[config.mk]
export PLATFORM = sky130hd
export DESIGN_NAME = inst_fetch_unit
export DESIGN_NICKNAME = d
export VERILOG_FILES = /design/src/rtl/inst_fetch_unit.sv
export SDC_FILE = /design/constraint.sdc
export NUM_CORES = 1
export LEC_CHECK = 0
export ABC_AREA = 1
export BUFFER_PORTS_ARGS = -buffer_cell sky130_fd_sc_hd__buf_2
export CAP_MARGIN = 20
export CORE_MARGIN = 2
export CORE_UTILIZATION = 30
export DETAILED_ROUTE_END_ITERATION = 10
export PLACE_DENSITY_LB_ADDON = 0.25
export SLEW_MARGIN = 15
export SYNTH_ARGS = -nofsm -noshare
export SYNTH_HDL_FRONTEND = slang
export SYNTH_SLANG_ARGS = --single-unit
[constraint.sdc]
create_clock -name aclk -period 4.6 [get_ports aclk]
set_input_delay 0.23 -clock aclk [delete_from_list [all_inputs] [get_ports aclk]]
set_output_delay 0.23 -clock aclk [all_outputs]
set_load 0.03 [all_outputs]
[src/rtl/inst_fetch_unit.sv]
`timescale 1ns/1ps
// inst_fetch_unit
//   Instruction-fetch front end for an SRAM-like instruction port.
//   - Generates sequential PCs and issues one single-word read at a time.
//   - Buffers responses in a 2-entry {pc, inst} queue for decode.
//   - A branch redirect flushes the queue and retargets the fetch PC.
//   - Any response still in flight when the redirect arrives is discarded.
// Ports
//   aclk, aresetn           : clock, asynchronous active-low reset
//   inst_sram_*             : SRAM-like read request/response channel
//                             (write-side fields tied off)
//   br_taken, br_target     : single-cycle redirect pulse and target PC
//   fs_valid/fs_pc/fs_inst  : queue head presented to decode
//   ds_allowin              : decode accepts the head this cycle
module inst_fetch_unit #(
  parameter logic [31:0] RESET_PC = 32'h1c000000
) (
  input  logic        aclk,
  input  logic        aresetn,
  output logic        inst_sram_req,
  output logic        inst_sram_wr,
  output logic [1:0]  inst_sram_size,
  output logic [3:0]  inst_sram_wstrb,
  output logic [31:0] inst_sram_addr,
  output logic [31:0] inst_sram_wdata,
  input  logic        inst_sram_addr_ok,
  input  logic        inst_sram_data_ok,
  input  logic [31:0] inst_sram_rdata,
  input  logic        br_taken,
  input  logic [31:0] br_target,
  output logic        fs_valid,
  output logic [31:0] fs_pc,
  output logic [31:0] fs_inst,
  input  logic        ds_allowin
);

  localparam logic [1:0] S_IDLE = 2'd0;
  localparam logic [1:0] S_REQ  = 2'd1;
  localparam logic [1:0] S_WAIT = 2'd2;

  logic [1:0]  state_q, state_d;
  logic [31:0] fetch_pc_q, fetch_pc_d;
  logic [31:0] addr_q, addr_d;
  logic [31:0] inflight_pc_q, inflight_pc_d;
  logic        discard_q, discard_d;
  // Redirect arrived while a request was presented but not yet accepted:
  // the old address must stay on the bus, and its response must be dropped.
  logic        stale_q, stale_d;

  logic [31:0] pc_mem_q   [2];
  logic [31:0] inst_mem_q [2];
  logic        wr_ptr_q, rd_ptr_q;
  logic [1:0]  count_q;

  logic accept, resp, push, pop;

  assign accept = (state_q == S_REQ)  && inst_sram_addr_ok;
  assign resp   = (state_q == S_WAIT) && inst_sram_data_ok;
  assign push   = resp && !discard_q && !br_taken;
  assign pop    = fs_valid && ds_allowin && !br_taken;

  assign inst_sram_req   = (state_q == S_REQ);
  assign inst_sram_wr    = 1'b0;
  assign inst_sram_size  = 2'b10;
  assign inst_sram_wstrb = '0;
  assign inst_sram_wdata = '0;
  // addr_q is the latched request address; outside REQ show the next PC.
  assign inst_sram_addr  = (state_q == S_REQ) ? addr_q : fetch_pc_q;

  assign fs_valid = (count_q != 2'd0);
  assign fs_pc    = pc_mem_q[rd_ptr_q];
  assign fs_inst  = inst_mem_q[rd_ptr_q];

  always_comb begin
    state_d       = state_q;
    fetch_pc_d    = fetch_pc_q;
    addr_d        = addr_q;
    inflight_pc_d = inflight_pc_q;
    discard_d     = discard_q;
    stale_d       = stale_q;

    case (state_q)
      S_IDLE: begin
        // Only one request outstanding, so in IDLE room means count < 2.
        if (count_q < 2'd2) state_d = S_REQ;
      end
      S_REQ: begin
        if (accept) begin
          state_d       = S_WAIT;
          inflight_pc_d = addr_q;
          // After a stale request fetch_pc already holds the redirect target.
          fetch_pc_d    = stale_q ? fetch_pc_q : fetch_pc_q + 32'd4;
          discard_d     = stale_q;
          stale_d       = 1'b0;
        end
      end
      S_WAIT: begin
        if (inst_sram_data_ok) begin
          state_d   = S_IDLE;
          discard_d = 1'b0;
        end
      end
      default: state_d = S_IDLE;
    endcase

    if (br_taken) begin
      fetch_pc_d = br_target;
      case (state_q)
        S_REQ: begin
          if (inst_sram_addr_ok) discard_d = 1'b1;
          else                   stale_d   = 1'b1;
        end
        S_WAIT: begin
          if (!inst_sram_data_ok) discard_d = 1'b1;
        end
        default: ;
      endcase
    end

    if ((state_d == S_REQ) && (state_q != S_REQ)) addr_d = fetch_pc_d;
  end

  always_ff @(posedge aclk or negedge aresetn) begin
    if (!aresetn) begin
      state_q       <= S_IDLE;
      fetch_pc_q    <= RESET_PC;
      addr_q        <= RESET_PC;
      inflight_pc_q <= '0;
      discard_q     <= 1'b0;
      stale_q       <= 1'b0;
    end else begin
      state_q       <= state_d;
      fetch_pc_q    <= fetch_pc_d;
      addr_q        <= addr_d;
      inflight_pc_q <= inflight_pc_d;
      discard_q     <= discard_d;
      stale_q       <= stale_d;
    end
  end

  always_ff @(posedge aclk or negedge aresetn) begin
    if (!aresetn) begin
      for (int unsigned i = 0; i < 2; i++) begin
        pc_mem_q[i]   <= '0;
        inst_mem_q[i] <= '0;
      end
      wr_ptr_q <= 1'b0;
      rd_ptr_q <= 1'b0;
      count_q  <= '0;
    end else if (br_taken) begin
      wr_ptr_q <= 1'b0;
      rd_ptr_q <= 1'b0;
      count_q  <= '0;
    end else begin
      if (push) begin
        pc_mem_q[wr_ptr_q]   <= inflight_pc_q;
        inst_mem_q[wr_ptr_q] <= inst_sram_rdata;
        wr_ptr_q             <= ~wr_ptr_q;
      end
      if (pop) rd_ptr_q <= ~rd_ptr_q;
      case ({push, pop})
        2'b10:   count_q <= count_q + 2'd1;
        2'b01:   count_q <= count_q - 2'd1;
        default: ;
      endcase
    end
  end

endmodule
==> flow_results.org, run 1 <==
** Timing
- The tightest hold path in the finished design has a slack of 0.0267 ns.
- Max Slew Vio Count :: 0
- Relative slew slack :: 35.0%
- Once routing completed, OpenROAD measured the worst setup slack at 1.94 ns.
- Final hold violation count :: 0
- Derived from the worst setup path, the maximum achievable clock frequency is 0.376 GHz.
- For the pin with the worst max-slew slack, the measured transition is 0.974 ns.
- The worst path uses 57.8% of the clock period.
- Final number of setup-violating endpoints :: 0
- Setup repair after global routing left no endpoint under its margin.
- Final critical-path required period :: 2.66 ns
- Final setup skew :: 0.00855 ns
- For the final routed database, the setup TNS stands at 0 ns.

** Placed design
- Final estimated routing congestion in global placement :: 0.834
- Before CTS, the worst setup slack after placement is 1.78 ns.
- I/O Buffers :: 167
- Detailed placement finished with a half-perimeter wire length of 20600 um.

** Global route
- Largest net degree at the start of global routing :: 114
- Number of antenna violations at the first check in global routing :: 0
- Number of global-route vias before repair :: 8952
- Summed over all layers, the global routing overflow is 0.
- Global routing used 15.6% of the available tracks.
- Global-route wire length before repair :: 48500 um

** Clocking
- In this run the deepest clock path goes through 3 buffers.
- Clock latency on the worst-skew pair, taken at its later pin, is 0.53 ns.
- Clock slew at the register clock pins of the worst setup and hold paths :: 0.06 ns
- Clk sink count :: 232
- CTS tree :: done
- # H-tree levels :: 1
- The tree is rooted in a sky130_fd_sc_hd__clkbuf_16.
- The number of setup buffers added after CTS is 0.
- Counting the buffers created by CTS gives 28.

** Die
- Boundary Pins :: 207
- The die covers 38700 sq um.
- In this run the core area contains 70 standard-cell rows.
- From left edge to right edge, the die measures 197 um.
- Die span in y :: 197 um
- The core region is 36600 sq um.
- Initial Util :: 30.5%

** Run
- Across the run, the number of max-cap violations was 0.

** Status
- Outcome :: complete, no violations

** Critical path
- Crit path DAT :: 2.43 ns
- On the critical path, the stage with the largest delay is an instance of sky130_fd_sc_hd__buf_4.
- Worst Path Class, Setup :: reg -> out
- In this run the register-to-register setup slack is 1.96 ns.
- In this design, the stage delay of the slowest critical-path cell is 0.50 ns.
- In this run the critical register-to-register path is captured at pc_mem_q[34].
- Reg-to-reg critical path startpoint :: state_q[0]
- The number of buffers and inverters on the critical path is 3.
- STA classifies the critical path endpoint as an output port.
- Dominant delay contributor by cell family on the critical path :: buffers and inverters
- Along the worst path, the maximum fanout reaches 59.
- At the worst endpoint, the required time is 4.37 ns.
- Count of cells along the worst register-to-register path :: 8
- The signal on the critical path passes through inv_1, ha_2, buf_4, nand2_1, o21ai_0, buf_2.
- Kind of launch point of the worst setup path :: flop

** Synth
- Count of cell types in the netlist :: 37
- Number of instances in the synthesized netlist :: 1429
- Synthesized area divided by synthesized cell count :: 7.80 sq um
- Yosys printed 0 warnings.
- Total of flip-flops plus latches after synthesis :: 232
- Total standard cell area after synthesis :: 11100 sq um
- For this run, the register share of the synthesized area comes to 52.1%.

** Drt
- Final Routed Wirelength :: 30500 um
- Count of vias placed by the detailed router :: 9257
- After the first detailed-routing iteration, the DRC count stood at 607.
- Number of nets with antenna violations after routing :: 0
- In the routed layout, each cell is associated on average with a via count of 4.41.
- The pre-antenna-repair detailed-routing pass consisted of 5 iterations.
- Drt wl/cell :: 14.6 um
- Count of unresolved DRC violations after routing :: 0

** Hold path
- Cell depth of the worst hold path :: 4
- Endpoint of the worst hold-timing path :: addr_q[10]
- In this run the worst hold path is classified as in -> reg.
- Worst hold start :: br_target[10]

** Pwr
- The worst-case IR drop observed on VDD is 0.319 mV.
- P per Cell Area :: 615 nW/um^2
- Leakage power :: 7.03 nW

** Cells and area
- Of the cells placed in the final design, the portion with a size suffix greater than 1 is 15.8%.
- Final #Nets :: 1687
- From synthesis to final layout, the design area changed by 22.0%.
- Diodes inserted :: 0
- After filler insertion, the fill cell instance count of the layout stands at 3868.
## sequential cells by signal, indices dropped and copies added (netlist names), named ones only
| register | count |
|---|---|
| count_q | 2 |
| fetch_pc_q | 32 |
| discard_q | 1 |
| rd_ptr_q | 1 |
| inst_mem_q | 64 |
| pc_mem_q | 64 |
| wr_ptr_q | 1 |
| addr_q | 32 |
| inflight_pc_q | 32 |
| state_q | 2 |
## report_power, final
part	internal [W]	switching [W]	total (W)
clock network	0.00126	0.000834	0.00209
registers	0.00270	0.000367	0.00306
logic	0.000878	0.00232	0.00320
total	0.00483	0.00352	0.00836
## cell type report
type                    instances  area [sq um]  area share (%)
clock buffers                  46           860            6.32
clock inverters                 2          12.5          0.0920
inverters                     144           546            4.01
multi-input cells             981          4370            32.1
flip-flops and latches        232          5810            42.8
well taps                     468           586            4.31
repair buffers                225          1410            10.4
## cells in the mapped netlist
master,number,area (sq um)
sky130_fd_sc_hd__nand2_1,551,2070
sky130_fd_sc_hd__nand2_4,1,11.3
sky130_fd_sc_hd__dfrtp_1,226,5660
sky130_fd_sc_hd__nand3_4,1,17.5
sky130_fd_sc_hd__nand3_2,2,20.0
sky130_fd_sc_hd__nand3_1,61,305
sky130_fd_sc_hd__nor2_4,3,33.8
sky130_fd_sc_hd__inv_4,2,12.5
sky130_fd_sc_hd__o211ai_1,1,7.51
sky130_fd_sc_hd__nor3_1,1,5.00
sky130_fd_sc_hd__xor2_1,6,52.6
sky130_fd_sc_hd__clkinv_1,1,3.75
sky130_fd_sc_hd__nand3b_1,1,7.51
sky130_fd_sc_hd__buf_2,12,60.1
sky130_fd_sc_hd__nand4_1,9,56.3
sky130_fd_sc_hd__buf_1,5,18.8
sky130_fd_sc_hd__o21ai_1,8,40.0
sky130_fd_sc_hd__inv_2,2,7.51
sky130_fd_sc_hd__buf_4,44,330
sky130_fd_sc_hd__nor2_8,1,20.0
sky130_fd_sc_hd__a211oi_1,1,7.51
sky130_fd_sc_hd__a21boi_0,6,45.0
sky130_fd_sc_hd__conb_1,2,7.51
sky130_fd_sc_hd__o21ai_0,216,1080
sky130_fd_sc_hd__clkbuf_2,1,5.00
sky130_fd_sc_hd__a31oi_1,1,6.26
sky130_fd_sc_hd__and2_1,7,43.8
sky130_fd_sc_hd__clkbuf_1,47,176
sky130_fd_sc_hd__a311o_1,1,10.0
sky130_fd_sc_hd__inv_1,139,522
sky130_fd_sc_hd__a21oi_1,7,35.0
sky130_fd_sc_hd__nor2_1,29,109
sky130_fd_sc_hd__ha_1,5,62.6
sky130_fd_sc_hd__nor2_2,3,18.8
sky130_fd_sc_hd__or2_2,17,106
sky130_fd_sc_hd__a21boi_1,3,22.5
sky130_fd_sc_hd__dfstp_2,6,158
## worst max path at each step
stage                     from  cells past startpoint            endpoint
floorplan           state_q[1]                      7  inst_sram_addr[21]
global placement      br_taken                      6      inst_mem_q[59]
detailed placement    br_taken                      6        pc_mem_q[34]
CTS                   rd_ptr_q                      5           fs_pc[11]
global route        state_q[0]                      8        pc_mem_q[39]
finish              state_q[1]                      6  inst_sram_addr[20]
## stage by stage
stage,instances,util (%),area (sq um),total power (W)
6_report,2098,37.1,13600,0.00836
5_1_grt,2098,37.1,13600,0.00894
3_3_place_gp,2002,33.4,12200,0.00626
4_1_cts,2098,37.1,13600,0.00848
2_1_floorplan,1466,-,11300,0.00529
3_5_place_dp,2002,33.4,12200,0.00631
## cell usage in the layout, fill, tap and decap left out, types with 2 or more instances in the layout
| master | netlist | routed |
|---|---|---|
| sky130_fd_sc_hd__and2_1 | 7 | 7 |
| sky130_fd_sc_hd__dlygate4sd3_1 | 0 | 48 |
| sky130_fd_sc_hd__clkbuf_1 | 47 | 10 |
| sky130_fd_sc_hd__inv_2 | 2 | 3 |
| sky130_fd_sc_hd__nand4_1 | 9 | 9 |
| sky130_fd_sc_hd__nor2_2 | 3 | 3 |
| sky130_fd_sc_hd__inv_1 | 139 | 138 |
| sky130_fd_sc_hd__conb_1 | 2 | 39 |
| sky130_fd_sc_hd__nor2_4 | 3 | 3 |
| sky130_fd_sc_hd__nor2_1 | 29 | 29 |
| sky130_fd_sc_hd__a21oi_1 | 7 | 7 |
| sky130_fd_sc_hd__nand3_1 | 61 | 59 |
| sky130_fd_sc_hd__or2_2 | 17 | 17 |
| sky130_fd_sc_hd__inv_4 | 2 | 2 |
| sky130_fd_sc_hd__o21ai_0 | 216 | 216 |
| sky130_fd_sc_hd__xor2_1 | 6 | 6 |
| sky130_fd_sc_hd__a21boi_0 | 6 | 6 |
| sky130_fd_sc_hd__buf_2 | 12 | 166 |
| sky130_fd_sc_hd__nand2_1 | 551 | 551 |
| sky130_fd_sc_hd__a21boi_1 | 3 | 3 |
| sky130_fd_sc_hd__o21ai_1 | 8 | 8 |
| sky130_fd_sc_hd__dfrtp_1 | 226 | 225 |
| sky130_fd_sc_hd__buf_4 | 44 | 9 |
| sky130_fd_sc_hd__clkbuf_16 | 0 | 29 |
| sky130_fd_sc_hd__clkbuf_8 | 0 | 7 |
| sky130_fd_sc_hd__nand3_4 | 1 | 3 |
| sky130_fd_sc_hd__ha_1 | 5 | 4 |
| sky130_fd_sc_hd__dfstp_2 | 6 | 6 |
| sky130_fd_sc_hd__nand3_2 | 2 | 2 |
## worst register-to-register path, stage by stage (launching register included)
cell and delay (ns):
sky130_fd_sc_hd__dfrtp_1 0.40, sky130_fd_sc_hd__inv_1 0.11, sky130_fd_sc_hd__ha_1 0.17, sky130_fd_sc_hd__nand2_1 0.05, sky130_fd_sc_hd__nor2_1 0.37, sky130_fd_sc_hd__nand3_4 0.71
sky130_fd_sc_hd__buf_4 0.53, sky130_fd_sc_hd__nand2_1 0.10, sky130_fd_sc_hd__o21ai_0 0.08
## routing by layer
layer,part of all wire [%],global-route usage [%],vias to the layer above
met5,0,0,-
met4,2.0,3.54,0
met3,4.6,2.10,41
met2,43,24.1,241
met1,50,23.2,4230
li1,-,-,4745
## repair_timing
item | CTS | global route
resized for setup | 0 | 0
endpoints found under the setup margin | 0 | 0
endpoints found under the hold margin | 126 | 0
hold buffers | 48 | 0
## kinds of logic after synthesis
family	after synthesis	share of synthesized area, %
xor gates and xnor gates	6	0.471
DFF	232	52.1
AOI/OAI and AO/OA	244	11.3
adders and majority gates	5	0.561
buffers and inverters	253	10.2
and+or+nand+nor	687	25.3
other	2	0.0674
Note: power is estimated with default switching activity, not from simulation.
==> inputs of run 2 (changes only) <==
Clock period 4.6 ns to 2.16 ns, I/O delays scaled along.
==> flow_results.org, run 2 (synthesis gave the netlist of run 1 again) <==
** Status
- The flow ran to the end, and the final reports show no timing, DRC or antenna violations.

** Critical path
- The critical path is of the reg -> out type.
- Count of cells along the worst register-to-register path :: 13
- The worst setup path is captured at an output port.
- In this run the critical register-to-register path is launched from state_q[1].
- Maximum fanout along the worst path :: 31
- Data on the critical path is required at its endpoint by 2.05 ns.
- Flop2flop setup slack :: 0.24 ns
- CP endpoint :: inst_sram_addr[22]
- In this run the critical register-to-register path is captured at addr_q[24].
- STA classifies the critical path startpoint as a flop.
- In this run the worst setup path begins at state_q[1].
- STA puts the critical path data arrival time at 1.97 ns.

** Drt
- Summing over every cut layer, the via total after detailed routing is 9462.
- Detailed router's first-iteration violation count :: 501
- First-pass detailed-route iteration total :: 6
- Number of nets with antenna violations after routing :: 0
- The routed design has 30600 um of wire.
- After detailed routing, the average wire length per cell comes to 14.3 um.
- Count of unresolved DRC violations after routing :: 0
- Using the TritonRoute via totals, the vias-per-cell ratio works out to 4.43.

** Cells and area
- Regs by FF count :: inst_mem_q (64), pc_mem_q (64)
- The library cell used most frequently in the layout, excluding fill and tap cells, is sky130_fd_sc_hd__nand2_1.
- In the layout the commonest cells are sky130_fd_sc_hd__nand2_1 (551), sky130_fd_sc_hd__dfrtp_1 (225), sky130_fd_sc_hd__o21ai_0 (202).
- Utilization of the core after routing :: 38.6%
- Compared with the post-synthesis result, the final layout area differs by 26.6%.
- Layout cells sized above 1 :: 16.7%
- For this run, the post-layout net count is 1724.
- Diodes inserted :: 0

** Die
- Standard-cell row count :: 70
- The die covers 38700 sq um.
- During I/O placement, the number of pins put on the boundary was 207.
- Measured along the y axis, the die boundary spans 197 um.
- Standard cell core area :: 36600 sq um
- X dimension of the die :: 197 um
- For this configuration, the core starts out at a cell density of 30.5%.

** Pwr
- P per Cell Area :: 1300 nW/um^2
- The analysis attributes to cell leakage a power of 7.28 nW.
- VDD sags by at most 0.717 mV.
- Total power :: 0.0183 W

** Timing
- Final number of setup-violating endpoints :: 0
- Across all hold checks on the routed design, the worst slack comes to 0.102 ns.
- Static timing analysis puts the maximum clock frequency at 0.481 GHz.
- For the finished layout, the period the worst path requires is 2.08 ns.
- Setup repair after global routing left no endpoint under its margin.
- Max Slew Vio Count :: 0
- Final hold violation count :: 0
- Clock skew on the completed layout was measured at 0.00769 ns.
- Setup TNS after final layout :: 0 ns
- Of the available clock period, the critical path in the final layout requires 96.2%.

** Placed design
- At the end of routability-driven placement, the weighted congestion stood at 0.840.
- Post-DP HPWL :: 20700 um
- I/O Buffers :: 167

** Clocking
- Clock-pin slew was measured on the worst setup and hold paths at 0.06 ns.
- The number of clock buffers added by TritonCTS is 27.
- Clock Latency Late Sink :: 0.53 ns
- Root buffer cell :: sky130_fd_sc_hd__clkbuf_16
- TritonCTS built the clock tree.
- # H-tree levels :: 1
- Clock tree synthesis found a total of 232 sinks.
- Number of buffers on the longest clock path :: 3

** Global route
- Number of global-route vias before repair :: 8929
- Largest net degree at the start of global routing :: 77
- For this run the aggregate overflow at the end of global routing stands at 0.
- GR Util All Layers :: 15.7%
- Number of antenna violations at the first check in global routing :: 0
- Global-route wire length before repair :: 48900 um

** Hold path
- HP Class :: in -> async

** Run
- The tool flagged a number of max-cap violations equal to 0.
==> run 2: cell types whose count changed in the layout (fill, tap and decap cells not counted), sizes merged <==
cell         previous run  this run
dlygate4sd3            48        68
buf                   177       194
clkbuf                 46        41
clkinv                  2         6
bufinv                  0         2
clkinvlp                1         0
==> run 2: cell type report <==
class | instances | area [sq um]
Clock buffer | 40 | 785
Clock inverter | 7 | 88.8
Fill cell | 3827 | 22500
Inverter | 144 | 546
Multi-Input combinational cell | 981 | 4380
Sequential cell | 232 | 5810
Tap cell | 468 | 586
Timing Repair Buffer | 263 | 1920
==> run 2: worst min path at each step <==
stage | cells past startpoint | endpoint | slack, ns
final | 2 | inst_mem_q[59] | 0.10
after global routing | 2 | inst_mem_q[59] | 0.13
after CTS | 6 | state_q[0] | 0.09
after detailed placement | 1 | inst_mem_q[59] | 0.07
after global placement | 1 | inst_mem_q[59] | 0.07
after floorplan | 0 | asynchronous set/reset pin | -0.19
==> run 2: where the power goes <==
part | switching, W | total, W | internal (W)
registers | 0.000795 | 0.00654 | 0.00574
logic | 0.00503 | 0.00730 | 0.00227
clock network | 0.00176 | 0.00449 | 0.00273
==> run 2: through the flow <==
step / area (sq um) / worst slack (ns) / instances
after floorplan: 11300 / 0.0947 / 1466
after global placement: 12500 / 0.258 / 2016
after detailed placement: 12500 / 0.207 / 2016
after CTS: 14100 / 0.00447 / 2132
after global routing: 14100 / 0.00442 / 2135
final: 14100 / 0.0811 / 2135
==> run 2: timing repair <==
item | CTS | global route
pin swaps | 0 | 0
buffers inserted | 0 | 3
gates resized for setup | 21 | 10
hold buffers | 68 | 0
endpoints found under the hold margin | 314 | 0
gates cloned | 1 | 0
endpoints found under the setup margin | 30 | 29
==> run 2: worst max-delay path: stages, from the launching register on <==
cell	delay, ns
sky130_fd_sc_hd__dfrtp_1	0.40
sky130_fd_sc_hd__inv_1	0.12
sky130_fd_sc_hd__ha_4	0.20
sky130_fd_sc_hd__buf_12	0.20
sky130_fd_sc_hd__nand2_1	0.08
sky130_fd_sc_hd__o21ai_1	0.17
sky130_fd_sc_hd__clkbuf_4	0.26
==> run 2: layer usage <==
layer | share of wire [%] | vias up | GRT usage, % | wire length [um]
met5 | 0 | - | 0 | 0
met4 | 2.3 | 0 | 3.84 | 695
met3 | 5.1 | 41 | 2.36 | 1560
met2 | 44 | 248 | 24.4 | 13400
met1 | 49 | 4348 | 23.0 | 15000
li1 | - | 4825 | - | -
